===== config.mk =====
export PLATFORM = sky130hd
export DESIGN_NAME = muldiv_iter_unit
export DESIGN_NICKNAME = d
export VERILOG_FILES = /design/src/rtl/muldiv_iter_unit.sv
export SDC_FILE = /design/constraint.sdc
export NUM_CORES = 1
export LEC_CHECK = 0
export CAP_MARGIN = 25
export CORE_MARGIN = 1.5
export CORE_UTILIZATION = 50
export DETAILED_ROUTE_END_ITERATION = 7
export DONT_BUFFER_PORTS = 1
export GPL_ROUTABILITY_DRIVEN = 1
export SLEW_MARGIN = 5
export SYNTH_ARGS = -nofsm -noshare
export SYNTH_HDL_FRONTEND = slang
export SYNTH_SLANG_ARGS = --single-unit

===== constraint.sdc =====
create_clock -name clka -period 8.7 [get_ports clka]
set_input_delay 1.305 -clock clka [delete_from_list [all_inputs] [get_ports clka]]
set_output_delay 1.305 -clock clka [all_outputs]
set_load 0.1 [all_outputs]

===== src/rtl/muldiv_iter_unit.sv =====
// muldiv_iter_unit: iterative signed/unsigned multiply and divide for the EX stage.
// One iteration per clock, start/done handshake, pipeline stall while computing,
// HI/LO results held for the hilo_reg write path.
//
// state | meaning
// IDLE  | waiting for start_i; results held
// CALC  | one shift-add or restoring-divide step per clock
// DONE  | done_o high for this single cycle; start_i ignored
module muldiv_iter_unit #(
    parameter int WIDTH = 32,
    parameter int CNT_W = 6
) (
    input  logic             clka,
    input  logic             rst,
    input  logic             start_i,
    input  logic [1:0]       op_i,
    input  logic [WIDTH-1:0] a_i,
    input  logic [WIDTH-1:0] b_i,
    input  logic             annul_i,
    output logic             busy_o,
    output logic             stall_o,
    output logic             done_o,
    output logic             div_zero_o,
    output logic [WIDTH-1:0] hi_o,
    output logic [WIDTH-1:0] lo_o
);

    typedef enum logic [1:0] {
        ST_IDLE = 2'd0,
        ST_CALC = 2'd1,
        ST_DONE = 2'd2
    } state_t;

    localparam logic [CNT_W-1:0] LAST_CNT = CNT_W'(WIDTH - 1);

    state_t             state_q;
    logic [CNT_W-1:0]   cnt_q;
    logic               is_div_q;
    logic               neg_res_q;
    logic               neg_rem_q;
    logic [WIDTH-1:0]   mag_a_q;
    logic [WIDTH-1:0]   mag_b_q;
    // MUL: full product accumulator; DIV: low half holds the dividend shifting
    // out MSB first while quotient bits shift in from the bottom.
    logic [2*WIDTH-1:0] acc_q;
    logic [WIDTH-1:0]   rem_q;

    logic               op_signed;
    logic               a_neg;
    logic               b_neg;
    logic [WIDTH-1:0]   mag_a_in;
    logic [WIDTH-1:0]   mag_b_in;
    logic               div_by_zero;

    logic [WIDTH:0]     mul_sum;
    logic [2*WIDTH-1:0] mul_next;
    logic [WIDTH:0]     div_shift;
    logic               div_ok;
    logic [WIDTH-1:0]   div_trial;
    logic [WIDTH-1:0]   rem_next;
    logic [WIDTH-1:0]   quo_next;

    logic [2*WIDTH-1:0] prod_fin;
    logic [WIDTH-1:0]   quo_fin;
    logic [WIDTH-1:0]   rem_fin;

    // Operand decode at the start request: magnitudes and sign bookkeeping.
    always_comb begin
        op_signed   = ~op_i[0];
        a_neg       = op_signed & a_i[WIDTH-1];
        b_neg       = op_signed & b_i[WIDTH-1];
        mag_a_in    = a_neg ? (~a_i + 1'b1) : a_i;
        mag_b_in    = b_neg ? (~b_i + 1'b1) : b_i;
        div_by_zero = op_i[1] & (b_i == '0);
    end

    // One multiply step and one restoring-divide step, plus the sign-corrected
    // results that are captured on the final iteration.
    always_comb begin
        mul_sum   = {1'b0, acc_q[2*WIDTH-1:WIDTH]} + (acc_q[0] ? {1'b0, mag_a_q} : '0);
        mul_next  = {mul_sum, acc_q[WIDTH-1:1]};

        // The shifted partial remainder needs W+1 bits; after a successful
        // subtract the difference is below the divisor, so W bits suffice.
        div_shift = {rem_q, acc_q[WIDTH-1]};
        div_ok    = (div_shift >= {1'b0, mag_b_q});
        div_trial = div_shift[WIDTH-1:0] - mag_b_q;
        rem_next  = div_ok ? div_trial : div_shift[WIDTH-1:0];
        quo_next  = {acc_q[WIDTH-2:0], div_ok};

        prod_fin  = neg_res_q ? (~mul_next + 1'b1) : mul_next;
        quo_fin   = neg_res_q ? (~quo_next + 1'b1) : quo_next;
        rem_fin   = neg_rem_q ? (~rem_next + 1'b1) : rem_next;
    end

    // Handshake outputs derived from the current state.
    always_comb begin
        busy_o  = (state_q != ST_IDLE);
        stall_o = ((state_q == ST_IDLE) & start_i & ~annul_i) | (state_q == ST_CALC);
    end

    // Sequencer, datapath registers and registered result outputs.
    always_ff @(posedge clka) begin
        if (!rst) begin
            state_q    <= ST_IDLE;
            cnt_q      <= '0;
            is_div_q   <= 1'b0;
            neg_res_q  <= 1'b0;
            neg_rem_q  <= 1'b0;
            mag_a_q    <= '0;
            mag_b_q    <= '0;
            acc_q      <= '0;
            rem_q      <= '0;
            done_o     <= 1'b0;
            div_zero_o <= 1'b0;
            hi_o       <= '0;
            lo_o       <= '0;
        end else begin
            case (state_q)
                ST_IDLE: begin
                    done_o     <= 1'b0;
                    div_zero_o <= 1'b0;
                    if (start_i && !annul_i) begin
                        if (div_by_zero) begin
                            state_q    <= ST_DONE;
                            hi_o       <= a_i;
                            lo_o       <= '1;
                            done_o     <= 1'b1;
                            div_zero_o <= 1'b1;
                        end else begin
                            state_q   <= ST_CALC;
                            cnt_q     <= '0;
                            is_div_q  <= op_i[1];
                            neg_res_q <= a_neg ^ b_neg;
                            neg_rem_q <= a_neg;
                            mag_a_q   <= mag_a_in;
                            mag_b_q   <= mag_b_in;
                            rem_q     <= '0;
                            acc_q     <= {{WIDTH{1'b0}}, (op_i[1] ? mag_a_in : mag_b_in)};
                        end
                    end
                end
                ST_CALC: begin
                    if (annul_i) begin
                        state_q <= ST_IDLE;
                    end else begin
                        cnt_q <= cnt_q + 1'b1;
                        if (is_div_q) begin
                            acc_q <= {acc_q[2*WIDTH-1:WIDTH], quo_next};
                            rem_q <= rem_next;
                        end else begin
                            acc_q <= mul_next;
                        end
                        if (cnt_q == LAST_CNT) begin
                            state_q <= ST_DONE;
                            done_o  <= 1'b1;
                            if (is_div_q) begin
                                hi_o <= rem_fin;
                                lo_o <= quo_fin;
                            end else begin
                                hi_o <= prod_fin[2*WIDTH-1:WIDTH];
                                lo_o <= prod_fin[WIDTH-1:0];
                            end
                        end
                    end
                end
                ST_DONE: begin
                    state_q    <= ST_IDLE;
                    done_o     <= 1'b0;
                    div_zero_o <= 1'b0;
                end
                default: begin
                    state_q <= ST_IDLE;
                end
            endcase
        end
    end

endmodule

== Word-level counts from Yosys, hierarchy flattened ==
Index checks and enable logic that the tools add are counted.

* Bitwise gates (word level): 15
* Reduce and logical (&&, ||, !) cells: 15
* Muxes and demuxes: 45
* Magnitude comparators: 1
* Eq/ne operators: 11
* $add $sub $neg: 8

{| class="wikitable"
|+ Operators with widths
! operator !! number
|-
| $mux 32 || 21
|-
| $mux 64 || 5
|-
| $pmux 32 s2 || 3
|-
| $add 32x1->32 const B || 4
|-
| $not 32->32 || 4
|-
| $pmux 64 s2 || 1
|-
| $add 64x1->64 const B || 1
|-
| $not 64->64 || 1
|-
| $add 32x32->33 || 1
|-
| $ge 33x32->1 || 1
|-
| $logic_not 32->1 || 1
|-
| $sub 32x32->32 || 1
|-
| $mux 6 || 3
|-
| $reduce_and 5->1 || 3
|-
| $pmux 6 s2 || 1
|-
| $ne 2x2->1 const B || 5
|-
| $mux 2 || 4
|-
| $add 6x1->6 const B || 1
|-
| $eq 6x5->1 const B || 1
|-
| $reduce_and 3->1 || 2
|-
| $reduce_bool 2->1 || 3
|-
| $and 1x1->1 || 5
|-
| $mux 1 || 4
|-
| $ne 2x1->1 const B || 2
|-
| other kinds (15) || 17
|}

* Input bits: 70
* Flip-flop bits (word level): 237

== Logic depth before layout (Yosys ltp) ==
Gate-level depths: netlist (run 1).

* Depth in word-level cells: 9
* Gate-level depth with buffers: 26

== Worst setup path after synthesis (run 1) ==
Ideal clock, no wire load.

* Path type: reg2reg
* From: register mag_b_q[16]
* To: register hi_o[28]
* Path buffers: 4
* Stages on the path, launching flop included: 25
* Clock period less this slack: 5211 ps
* Slack: 3489 ps
* Arrival time: 5136 ps
* Path through: dfxtp_1 -> inv_1 -> ha_1 -> buf_2 -> nand4_2 -> or4_1 -> or4_4 -> a21o_4 -> nand3_4 -> buf_2 -> buf_2 -> buf_2 -> nor2_1 -> a21oi_1 -> inv_1 -> ha_1 -> and2_1 -> and2_1 -> o211ai_1 -> nor4b_2 -> o21ai_1 -> nor3_2 -> and3_1 -> or4_1 -> a31oi_1

* Word-level cells in the longest chain between the ends: 9

{| class="wikitable"
|+ Ends and longest elaborated chain
! what !! line !! text
|-
| start: declaration || 42 || <nowiki>logic [WIDTH-1:0] mag_b_q;</nowiki>
|-
| start signal: assignment || 137 || <nowiki>mag_b_q <= mag_b_in;</nowiki>
|-
| $sub 32x32->32 / $ge 33x32->1 (equally long branches) || 87, 86 ||
|-
| $mux 32 (*) || 88 || <nowiki>rem_next = div_ok ? div_trial : div_shift[WIDTH-1:0];</nowiki>
|-
| $not 32->32 || 93 || <nowiki>rem_fin = neg_rem_q ? (~rem_next + 1'b1) : rem_next;</nowiki>
|-
| $add 32x1->32 || 93 ||
|-
| $mux 32 (*) || 93 ||
|-
| $mux 32 (*) || 157 || <nowiki>if (is_div_q) begin</nowiki>
|-
| $mux 32 (*) || 154 || <nowiki>if (cnt_q == LAST_CNT) begin</nowiki>
|-
| $mux 32 (*) || 144 || <nowiki>if (annul_i) begin</nowiki>
|-
| $pmux 32 s2 (*) || 119 || <nowiki>case (state_q)</nowiki>
|-
| end signal: assignment || 126 || <nowiki>hi_o <= a_i;</nowiki>
|-
| end signal: assignment || 158 || <nowiki>hi_o <= rem_fin;</nowiki>
|-
| end signal: assignment || 161 || <nowiki>hi_o <= prod_fin[2*WIDTH-1:WIDTH];</nowiki>
|-
| end: declaration || 24 || <nowiki>output logic [WIDTH-1:0] hi_o,</nowiki>
|}

Every way passes the cells marked *; elsewhere a longest branch is shown, timed or not. The select of a mux whose other input is x is not followed.
A chain may end at the register's enable or synchronous reset.

== Worst setup path in the final report (run 1) ==
* From: register rem_q[12]
* To: register hi_o[28]

* Word-level cells in the longest chain between the ends: 9

{| class="wikitable"
|+ Ends and longest elaborated chain
! what !! line !! text
|-
| start: declaration || 46 || <nowiki>logic [WIDTH-1:0] rem_q;</nowiki>
|-
| start signal: assignment || 150 || <nowiki>rem_q <= rem_next;</nowiki>
|-
| $sub 32x32->32 / $ge 33x32->1 (equally long branches) || 87, 86 ||
|-
| $mux 32 (*) || 88 ||
|-
| $not 32->32 || 93 ||
|-
| $add 32x1->32 || 93 ||
|-
| $mux 32 (*) || 93 ||
|-
| $mux 32 (*) || 157 ||
|-
| $mux 32 (*) || 154 ||
|-
| $mux 32 (*) || 144 ||
|-
| $pmux 32 s2 (*) || 119 ||
|}

Marked as above.

==> insert_results.sql, run 1 <==
INSERT INTO impl_metrics (metric_group, metric, value, unit) VALUES
('outcome', 'run_status', 'finished clean', ''),
('worst_setup_path', 'r2r-start', 'rem_q[12]', ''),
('global_route', 'grt_first_pass_wirelength', '116.5', 'mm'),
('floorplanning', 'row_count', '72', ''),
('layout', 'final_core_util', '0.5441', ''),
('global_route', 'first_global_vias', '18678', ''),
('route', 'avgRoutedWirePerCell', '24.57', 'um'),
('clocking', 'post-cts-setup-buffer-count', '0', ''),
('timing', 'final.setup_skew', '0.01131', 'ns'),
('clocking', 'post_cts_resize_count', '0', ''),
('timing', 'fmax', '162.6', 'MHz'),
('route', 'vias', '20289', ''),
('worst_setup_path', 'crit_path_max_incr_delay', '0.60', 'ns'),
('layout', 'diodes', '0', ''),
('power', 'cellPowerDensity', '172.8', 'nW/um^2'),
('synthesis', 'netlist_area', '19440', 'um^2'),
('worst_hold_path', 'min_path_type', 'reg2reg', ''),
('timing', 'final_setup_vio_count', '0', ''),
('worst_setup_path', 'timing.critical_path.from_type', 'flop', ''),
('power', 'cellLeakagePower', '7.903', 'nW'),
('synthesis', 'post_synth.cell_area_avg', '7.250', 'um^2'),
('timing', 'layout_setup_ws', '2.552', 'ns'),
('route', 'drc', '0', ''),
('clocking', 'insertion_delay_to_the_later_sink_of_the_worst_skew_pair', '0.58', 'ns'),
('clocking', 'cts-root-buf', 'sky130_fd_sc_hd__clkbuf_16', ''),
('timing', 'final-max-slew-violation-count', '0', ''),
('floorplanning', 'fp.dieW', '200.2', 'um'),
('synthesis', 'post_synth_num_cell_types', '96', ''),
('synthesis', 'ys.flop_type', 'sky130_fd_sc_hd__dfxtp_1', ''),
('timing', 'slew_headroom', '0.2468', ''),
('global_route', 'global_route.overflow_total', '0', ''),
('global_route', 'antenna_violations_before_repair', '3', ''),
('layout', 'area_growth', '7.673', '%'),
('global_route', 'grt_use_total', '0.3689', ''),
('place', 'dpl.hpwl', '57.48', 'mm'),
('clocking', 'clock_transition_at_the_register_clock_pins_on_the_worst_setup_and_hold_paths_after_cts', '0.07', 'ns'),
('place', 'dpl-instance-area', '19760', 'um^2'),
('power', 'power.ir.vdd_worst', '168.7', 'uV'),
('floorplanning', 'design.core.area', '38470', 'um^2'),
('worst_setup_path', 'critical_path.max_fanout', '51', ''),
('layout', 'stdcell_area', '20930', 'um^2'),
('layout', 'finish.net_count', '2695', ''),
('worst_setup_path', 'crit_arrival', '6.64', 'ns'),
('floorplanning', 'chipHeight', '200.2', 'um'),
('route', 'firstDrtPassIters', '6', ''),
('timing', 'min_period', '6.148', 'ns'),
('worst_hold_path', 'whs_endpoint', 'mag_a_q[31]', ''),
('timing', 'fin_setup_tns', '0', 'ns'),
('worst_setup_path', 'cell_with_the_largest_stage_delay_on_the_worst_path', 'sky130_fd_sc_hd__or4_1', ''),
('run', 'cap_violations', '0', ''),
('route', 'via_per_inst', '6.566', ''),
('clocking', 'cts.sinks', '237', ''),
('synthesis', 'mappedNetlistNets', '2827', ''),
('worst_setup_path', 'critical_path_class', 'reg2reg', ''),
('timing', 'rsz0062_at_grt', 'no', ''),
('worst_setup_path', 'worst_reg2reg_setup_slack', '2.55', 'ns'),
('global_route', 'grt_max_degree', '118', ''),
('route', 'dr.first_iter.drc_count', '2313', ''),
('place', 'placement.setup.worst_slack', '2.505', 'ns'),
('clocking', 'cts_htree_levels', '1', ''),
('route', 'antenna_violating_nets_post_route', '0', ''),
('clocking', 'tritoncts_clock_tree', 'yes', ''),
('synthesis', 'synth_seq_area_share', '0.2441', ''),
('layout', 'fraction_of_layout_cells_with_a_size_suffix_above_1', '0.05715', ''),
('worst_setup_path', 'reg2reg_to', 'hi_o[28]', ''),
('worst_hold_path', 'timing.hold.worst_path_depth', '2', ''),
('clocking', 'cts_made_buffers', '30', ''),
('place', 'placement.io_buffers', '0', ''),
('timing', 'fin_crit_sh', '0.7067', ''),
('route', 'total_routed_wirelength', '75.92', 'mm'),
('synthesis', 'number_of_register_bits_inferred_by_synthesis', '237', '');
==> worst max path at each step <==
stage                startpoint        to
finish                rem_q[12]  hi_o[28]
global route          rem_q[12]  hi_o[28]
CTS                   rem_q[12]  hi_o[28]
detailed placement      b_i[13]  hi_o[29]
global placement        b_i[13]  hi_o[29]
floorplan           mag_b_q[16]  hi_o[28]
==> power by group <==
group,switching [mW],total [mW],internal [mW]
sequential,0.105,1.24,1.13
combinational,0.609,0.891,0.282
clock,0.533,1.49,0.955
==> registers in the layout, indices dropped and copies added, names as in the netlist <==
name        flops
mag_b_q        32
done_o          1
state_q         2
mag_a_q        32
lo_o           32
neg_rem_q       1
div_zero_o      1
is_div_q        1
neg_res_q       1
acc_q          64
cnt_q           6
rem_q          32
hi_o           32
==> stage by stage <==
| stage | cells | hold WS [ns] |
|---|---|---|
| after floorplan | 2681 | 0.4317 |
| final | 3090 | 0.4639 |
| after detailed placement | 3035 | 0.4578 |
| after CTS | 3090 | 0.4615 |
| after global routing | 3090 | 0.4840 |
| after global placement | 3025 | 0.4493 |
==> synthesized netlist by cell type (all sizes together), types with 11 or more instances <==
library cell / count / area, um^2
nor2: 362 / 1361
a21oi: 238 / 1191
dfxtp: 237 / 4745
nand2: 231 / 867.1
clkbuf: 168 / 630.6
o21ai: 160 / 804.5
a211oi: 109 / 818.3
xor2: 94 / 823.3
xnor2: 90 / 788.3
nor3: 85 / 430.4
inv: 83 / 314.1
ha: 74 / 925.9
and2: 66 / 412.9
mux2i: 49 / 490.5
a22oi: 47 / 352.8
nand4: 38 / 244.0
o31ai: 37 / 287.8
nand3: 34 / 182.7
o211ai: 33 / 247.7
buf: 32 / 145.1
or3: 31 / 193.9
or4: 29 / 221.5
a21o: 24 / 187.7
nor2b: 24 / 150.1
and3: 23 / 143.9
o41ai: 21 / 210.2
a311oi: 15 / 131.4
a31oi: 15 / 100.1
nor4: 14 / 87.58
a221oi: 13 / 113.9
o21a: 12 / 90.09
and4: 11 / 96.34
mux2: 11 / 123.9
nor3b: 11 / 82.58
o21bai: 11 / 82.58
==> layout make-up <==
type	count	area [um^2]
Multi-Input combinational cell	2160	13650
Timing Repair Buffer	36	386.6
Tap cell	518	648.1
Sequential cell	237	4750
Clock buffer	40	859.6
Fill cell	3796	17540
Inverter	84	322.8
Clock inverter	15	307.8
==> critical path, delay by kind of cell, from the launching register on <==
family | cells | cell delay (ns)
compound gates | 4 | 0.88
buf+inv | 1 | 0.06
flops | 1 | 0.39
mux | 1 | 0.39
fa+ha+maj | 2 | 0.79
simple gates | 8 | 3.51
==> metal layers <==
layer / vias to the layer above / track usage / wire length (um)
met5: - / 0 / 0
met4: 0 / 0.1350 / 3075
met3: 157 / 0.04507 / 5858
met2: 891 / 0.5942 / 34200
met1: 9723 / 0.5054 / 32790
li1: 9518 / - / -
==> placed cells by master, fill, tap and decap left out, types with 9 or more instances in the layout <==
| cell | instances |
|---|---|
| sky130_fd_sc_hd__a2111oi_0 | 9 |
| sky130_fd_sc_hd__a211oi_1 | 109 |
| sky130_fd_sc_hd__a21o_1 | 23 |
| sky130_fd_sc_hd__a21oi_1 | 237 |
| sky130_fd_sc_hd__a221oi_1 | 12 |
| sky130_fd_sc_hd__a22oi_1 | 47 |
| sky130_fd_sc_hd__a311oi_1 | 15 |
| sky130_fd_sc_hd__a31oi_1 | 14 |
| sky130_fd_sc_hd__and2_1 | 64 |
| sky130_fd_sc_hd__and3_1 | 22 |
| sky130_fd_sc_hd__and4_1 | 11 |
| sky130_fd_sc_hd__buf_4 | 26 |
| sky130_fd_sc_hd__bufinv_16 | 9 |
| sky130_fd_sc_hd__clkbuf_16 | 31 |
| sky130_fd_sc_hd__dfxtp_1 | 235 |
| sky130_fd_sc_hd__ha_1 | 73 |
| sky130_fd_sc_hd__inv_1 | 79 |
| sky130_fd_sc_hd__mux2_2 | 11 |
| sky130_fd_sc_hd__mux2i_1 | 49 |
| sky130_fd_sc_hd__nand2_1 | 231 |
| sky130_fd_sc_hd__nand2b_1 | 10 |
| sky130_fd_sc_hd__nand3_1 | 32 |
| sky130_fd_sc_hd__nand4_1 | 37 |
| sky130_fd_sc_hd__nor2_1 | 359 |
| sky130_fd_sc_hd__nor2b_1 | 24 |
| sky130_fd_sc_hd__nor3_1 | 84 |
| sky130_fd_sc_hd__nor3b_1 | 11 |
| sky130_fd_sc_hd__nor4_1 | 14 |
| sky130_fd_sc_hd__o211a_1 | 9 |
| sky130_fd_sc_hd__o211ai_1 | 33 |
| sky130_fd_sc_hd__o21a_1 | 12 |
| sky130_fd_sc_hd__o21ai_0 | 155 |
| sky130_fd_sc_hd__o21bai_1 | 11 |
| sky130_fd_sc_hd__o31ai_1 | 35 |
| sky130_fd_sc_hd__o41ai_1 | 19 |
| sky130_fd_sc_hd__or2_2 | 9 |
| sky130_fd_sc_hd__or3_1 | 31 |
| sky130_fd_sc_hd__or4_1 | 28 |
| sky130_fd_sc_hd__xnor2_1 | 90 |
| sky130_fd_sc_hd__xor2_1 | 94 |
==> cells by family after synthesis <==
group | count (synthesis) | synth area share
buf+inv | 284 | 0.05626
compound gates | 847 | 0.2909
simple gates | 992 | 0.2434
flops | 237 | 0.2441
fa+ha+maj | 76 | 0.04969
mux | 61 | 0.03276
xor+xnor | 184 | 0.08291
(Power assumes the default switching activity.)
==> run 2, diff against run 1 <==
==> constraint.sdc (replaced) <==
create_clock -name clka -period 6.15 [get_ports clka]
set_input_delay 0.9225 -clock clka [delete_from_list [all_inputs] [get_ports clka]]
set_output_delay 0.9225 -clock clka [all_outputs]
set_load 0.1 [all_outputs]
==> run 2 against run 1 <==
Net effect: count of clock-buffer cells in the layout is the same; sequential cell count is the same; sequential share of layout area shrank 0.050 points; largest power group unchanged; critical path depth is the same; cell area grew 0.22%; first-iteration DRC count grew 1.4%.
==> insert_results.sql, run 2 (synthesis results as in run 1) <==
INSERT INTO impl_metrics (metric_group, metric, value, unit) VALUES
('clocking', 'insertion_delay_to_the_later_sink_of_the_worst_skew_pair', '0.60', 'ns'),
('route', 'total_routed_wirelength', '77.43', 'mm'),
('timing', 'fmax', '181.7', 'MHz'),
('worst_setup_path', 'required', '6.67', 'ns'),
('route', 'drc', '0', ''),
('power', 'cellLeakagePower', '7.946', 'nW'),
('layout', 'layoutNonFillerInstCount', '3111', ''),
('worst_setup_path', 'reg2reg_to', 'hi_o[28]', ''),
('layout', 'most_flop_heavy_register', 'acc_q', ''),
('worst_setup_path', 'first_element_of_the_critical_path', 'rem_q[12]', ''),
('layout', 'finish.net_count', '2715', ''),
('worst_setup_path', 'crit_arrival', '6.02', 'ns'),
('timing', 'rsz0062_at_grt', 'no', ''),
('clocking', 'clock_transition_at_the_register_clock_pins_on_the_worst_setup_and_hold_paths_after_cts', '0.06', 'ns'),
('power', 'power.ir.vdd_worst', '218.2', 'uV'),
('power', 'comb_power_share', '0.258', ''),
('clocking', 'post_cts_resize_count', '0', ''),
('global_route', 'global_route.overflow_total', '0', ''),
('timing', 'fin_setup_tns', '0', 'ns'),
('worst_hold_path', 'whs_endpoint', 'mag_a_q[0]', ''),
('layout', 'sequential_cell_area_in_the_final_layout', '4750', 'um^2'),
('power', 'power.sequential.fraction', '0.354', ''),
('worst_setup_path', 'critical_path.max_fanout', '11', ''),
('route', 'via_per_inst', '6.594', ''),
('power', 'cellPowerDensity', '237.0', 'nW/um^2'),
('floorplanning', 'design.core.area', '38470', 'um^2'),
('layout', 'most_common_cell_after_layout_fill_and_taps_aside', 'sky130_fd_sc_hd__nor2_1', ''),
('layout', 'final_core_util', '0.5453', ''),
('route', 'vias', '20514', ''),
('layout', 'multi_input_comb_area', '13650', 'um^2'),
('route', 'avgRoutedWirePerCell', '24.89', 'um'),
('timing', 'final-max-slew-violation-count', '0', ''),
('worst_setup_path', 'critical_path_class', 'reg2reg', ''),
('floorplanning', 'chipHeight', '200.2', 'um'),
('worst_setup_path', 'r2r-start', 'rem_q[12]', ''),
('timing', 'layout_setup_ws', '0.6457', 'ns'),
('place', 'placement.setup.worst_slack', '0.5731', 'ns'),
('clocking', 'cts_hold_buf', '0', ''),
('timing', 'slew_headroom', '0.2573', ''),
('timing', 'min_period', '5.504', 'ns'),
('worst_setup_path', 'critical_path.top_delay_family', 'simple AND/OR/NAND/NOR gates', ''),
('worst_setup_path', 'endpoint_kind', 'flop', ''),
('route', 'antenna_violating_nets_post_route', '0', ''),
('run', 'cap_violations', '0', ''),
('timing', 'fin_crit_sh', '0.8950', ''),
('floorplanning', 'die_area', '40070', 'um^2'),
('timing', 'worst-slew-pin-transition', '1.112', 'ns'),
('worst_setup_path', 'crit_path_max_incr_delay', '0.60', 'ns'),
('power', 'net-switching-power', '1.791', 'mW'),
('place', 'gpl.final_weighted_congestion', '1.009', ''),
('layout', 'fraction_of_layout_cells_with_a_size_suffix_above_1', '0.06366', ''),
('layout', 'n_fill_cell', '3826', ''),
('clocking', 'cts_made_buffers', '30', ''),
('worst_setup_path', 'path_buf_inv', '1', ''),
('worst_hold_path', 'min_path_type', 'in2reg', ''),
('power', 'power.share.switching', '0.3603', ''),
('global_route', 'grt_use_total', '0.3726', ''),
('floorplanning', 'design.portCount', '138', ''),
('worst_hold_path', 'timing.hold.worst_path_depth', '2', ''),
('worst_setup_path', 'ff2ff_path_depth', '16', ''),
('clocking', 'tritoncts_clock_tree', 'yes', ''),
('layout', 'most-common-layout-cells', 'sky130_fd_sc_hd__nor2_1, sky130_fd_sc_hd__a21oi_1, sky130_fd_sc_hd__dfxtp_1', ''),
('global_route', 'grt_max_degree', '123', ''),
('worst_setup_path', 'timing.critical_path.from_type', 'flop', ''),
('timing', 'final_setup_vio_count', '0', ''),
('timing', 'final.setup_skew', '0.02634', 'ns'),
('clocking', 'cts_htree_levels', '1', ''),
('power', 'clkPwrFrac', '0.388', ''),
('worst_setup_path', 'crit_chain', 'ha_1, nand4_1, or4_1, or4_4, a21o_4, nand3_4, mux2i_1, ha_1, inv_1, or3_1, nor3_1, o21ai_1, nor3_2, a21oi_1, or4_1, a31oi_1', ''),
('clocking', 'clock_tree.buffer_depth', '3', ''),
('layout', 'area_growth', '7.911', '%'),
('power', 'power_report.internal_total', '3.180', 'mW'),
('place', 'placement.io_buffers', '0', ''),
('place', 'post-place-cells', '3049', ''),
('route', 'dr.first_iter.drc_count', '2345', ''),
('outcome', 'run_status', 'finished clean', ''),
('timing', 'hold_ws', '0.4557', 'ns'),
('place', 'dpl.hpwl', '58.65', 'mm'),
('timing', 'timing_hold_violations_final', '0', ''),
('global_route', 'first_global_vias', '18922', ''),
('clocking', 'post-cts-setup-buffer-count', '0', ''),
('global_route', 'antenna_violations_before_repair', '3', ''),
('clocking', 'cts.sinks', '237', ''),
('floorplanning', 'start_util', '0.5053', ''),
('global_route', 'grt_first_pass_wirelength', '117.1', 'mm'),
('worst_setup_path', 'worst_reg2reg_setup_slack', '0.65', 'ns'),
('layout', 'largest_register_ff_count', '64', ''),
('worst_setup_path', 'cell_with_the_largest_stage_delay_on_the_worst_path', 'sky130_fd_sc_hd__or4_1', ''),
('worst_hold_path', 'hold_path.startpoint', 'a_i[0]', ''),
('floorplanning', 'row_count', '72', ''),
('clocking', 'cts-root-buf', 'sky130_fd_sc_hd__clkbuf_16', ''),
('route', 'firstDrtPassIters', '6', ''),
('floorplanning', 'fp.dieW', '200.2', 'um');
## run 2: how the worst max path moves through the flow
stage | end | slack, ns | depth (start not counted)
2_1_floorplan | hi_o[28] | 0.94 | 24
3_3_place_gp | hi_o[31] | 0.65 | 11
3_5_place_dp | hi_o[31] | 0.57 | 11
4_1_cts | hi_o[31] | 0.52 | 11
5_1_grt | hi_o[28] | 0.31 | 16
6_report | hi_o[28] | 0.65 | 16
## run 2: final cells by class
type | instances | area share
diodes | 1 | 0.0001193
well taps | 518 | 0.03090
clock buffers | 40 | 0.03997
flip-flops and latches | 237 | 0.2264
inverters | 84 | 0.01539
clock inverters | 15 | 0.01080
repair buffers | 56 | 0.02541
multi-input cells | 2160 | 0.6510
## run 2: per-stage QoR
stage	power, mW	area [um^2]
2_1_floorplan	2.637	19440
3_3_place_gp	3.019	19720
3_5_place_dp	3.031	19840
4_1_cts	4.948	20900
5_1_grt	5.143	20970
6_report	4.971	20980
## run 2: worst reg2reg max path, cell delays in order (launching register included)
cell and delay (ns):
sky130_fd_sc_hd__dfxtp_1 0.36, sky130_fd_sc_hd__ha_1 0.55, sky130_fd_sc_hd__nand4_1 0.22, sky130_fd_sc_hd__or4_1 0.60, sky130_fd_sc_hd__or4_4 0.57, sky130_fd_sc_hd__a21o_4 0.26, sky130_fd_sc_hd__nand3_4 0.16, sky130_fd_sc_hd__mux2i_1 0.31
sky130_fd_sc_hd__ha_1 0.21, sky130_fd_sc_hd__inv_1 0.06, sky130_fd_sc_hd__or3_1 0.39, sky130_fd_sc_hd__nor3_1 0.32, sky130_fd_sc_hd__o21ai_1 0.32, sky130_fd_sc_hd__nor3_2 0.30, sky130_fd_sc_hd__a21oi_1 0.10, sky130_fd_sc_hd__or4_1 0.52
sky130_fd_sc_hd__a31oi_1 0.16
## run 2: power groups by stage
stage	logic (mW)	registers [mW]	clock network (mW)
floorplan	0.911	1.73	0
global route	1.38	1.77	2.00
finish	1.28	1.76	1.93
CTS	1.24	1.76	1.94
global placement	1.23	1.79	0
detailed placement	1.24	1.79	0
## run 2: routing by layer
layer | routed length [um] | vias to the layer above | GRT usage
met5 | 0 | - | 0
met4 | 3126 | 0 | 0.1404
met3 | 6708 | 177 | 0.05125
met2 | 35410 | 994 | 0.6023
met1 | 32180 | 9804 | 0.5035
li1 | - | 9539 | -
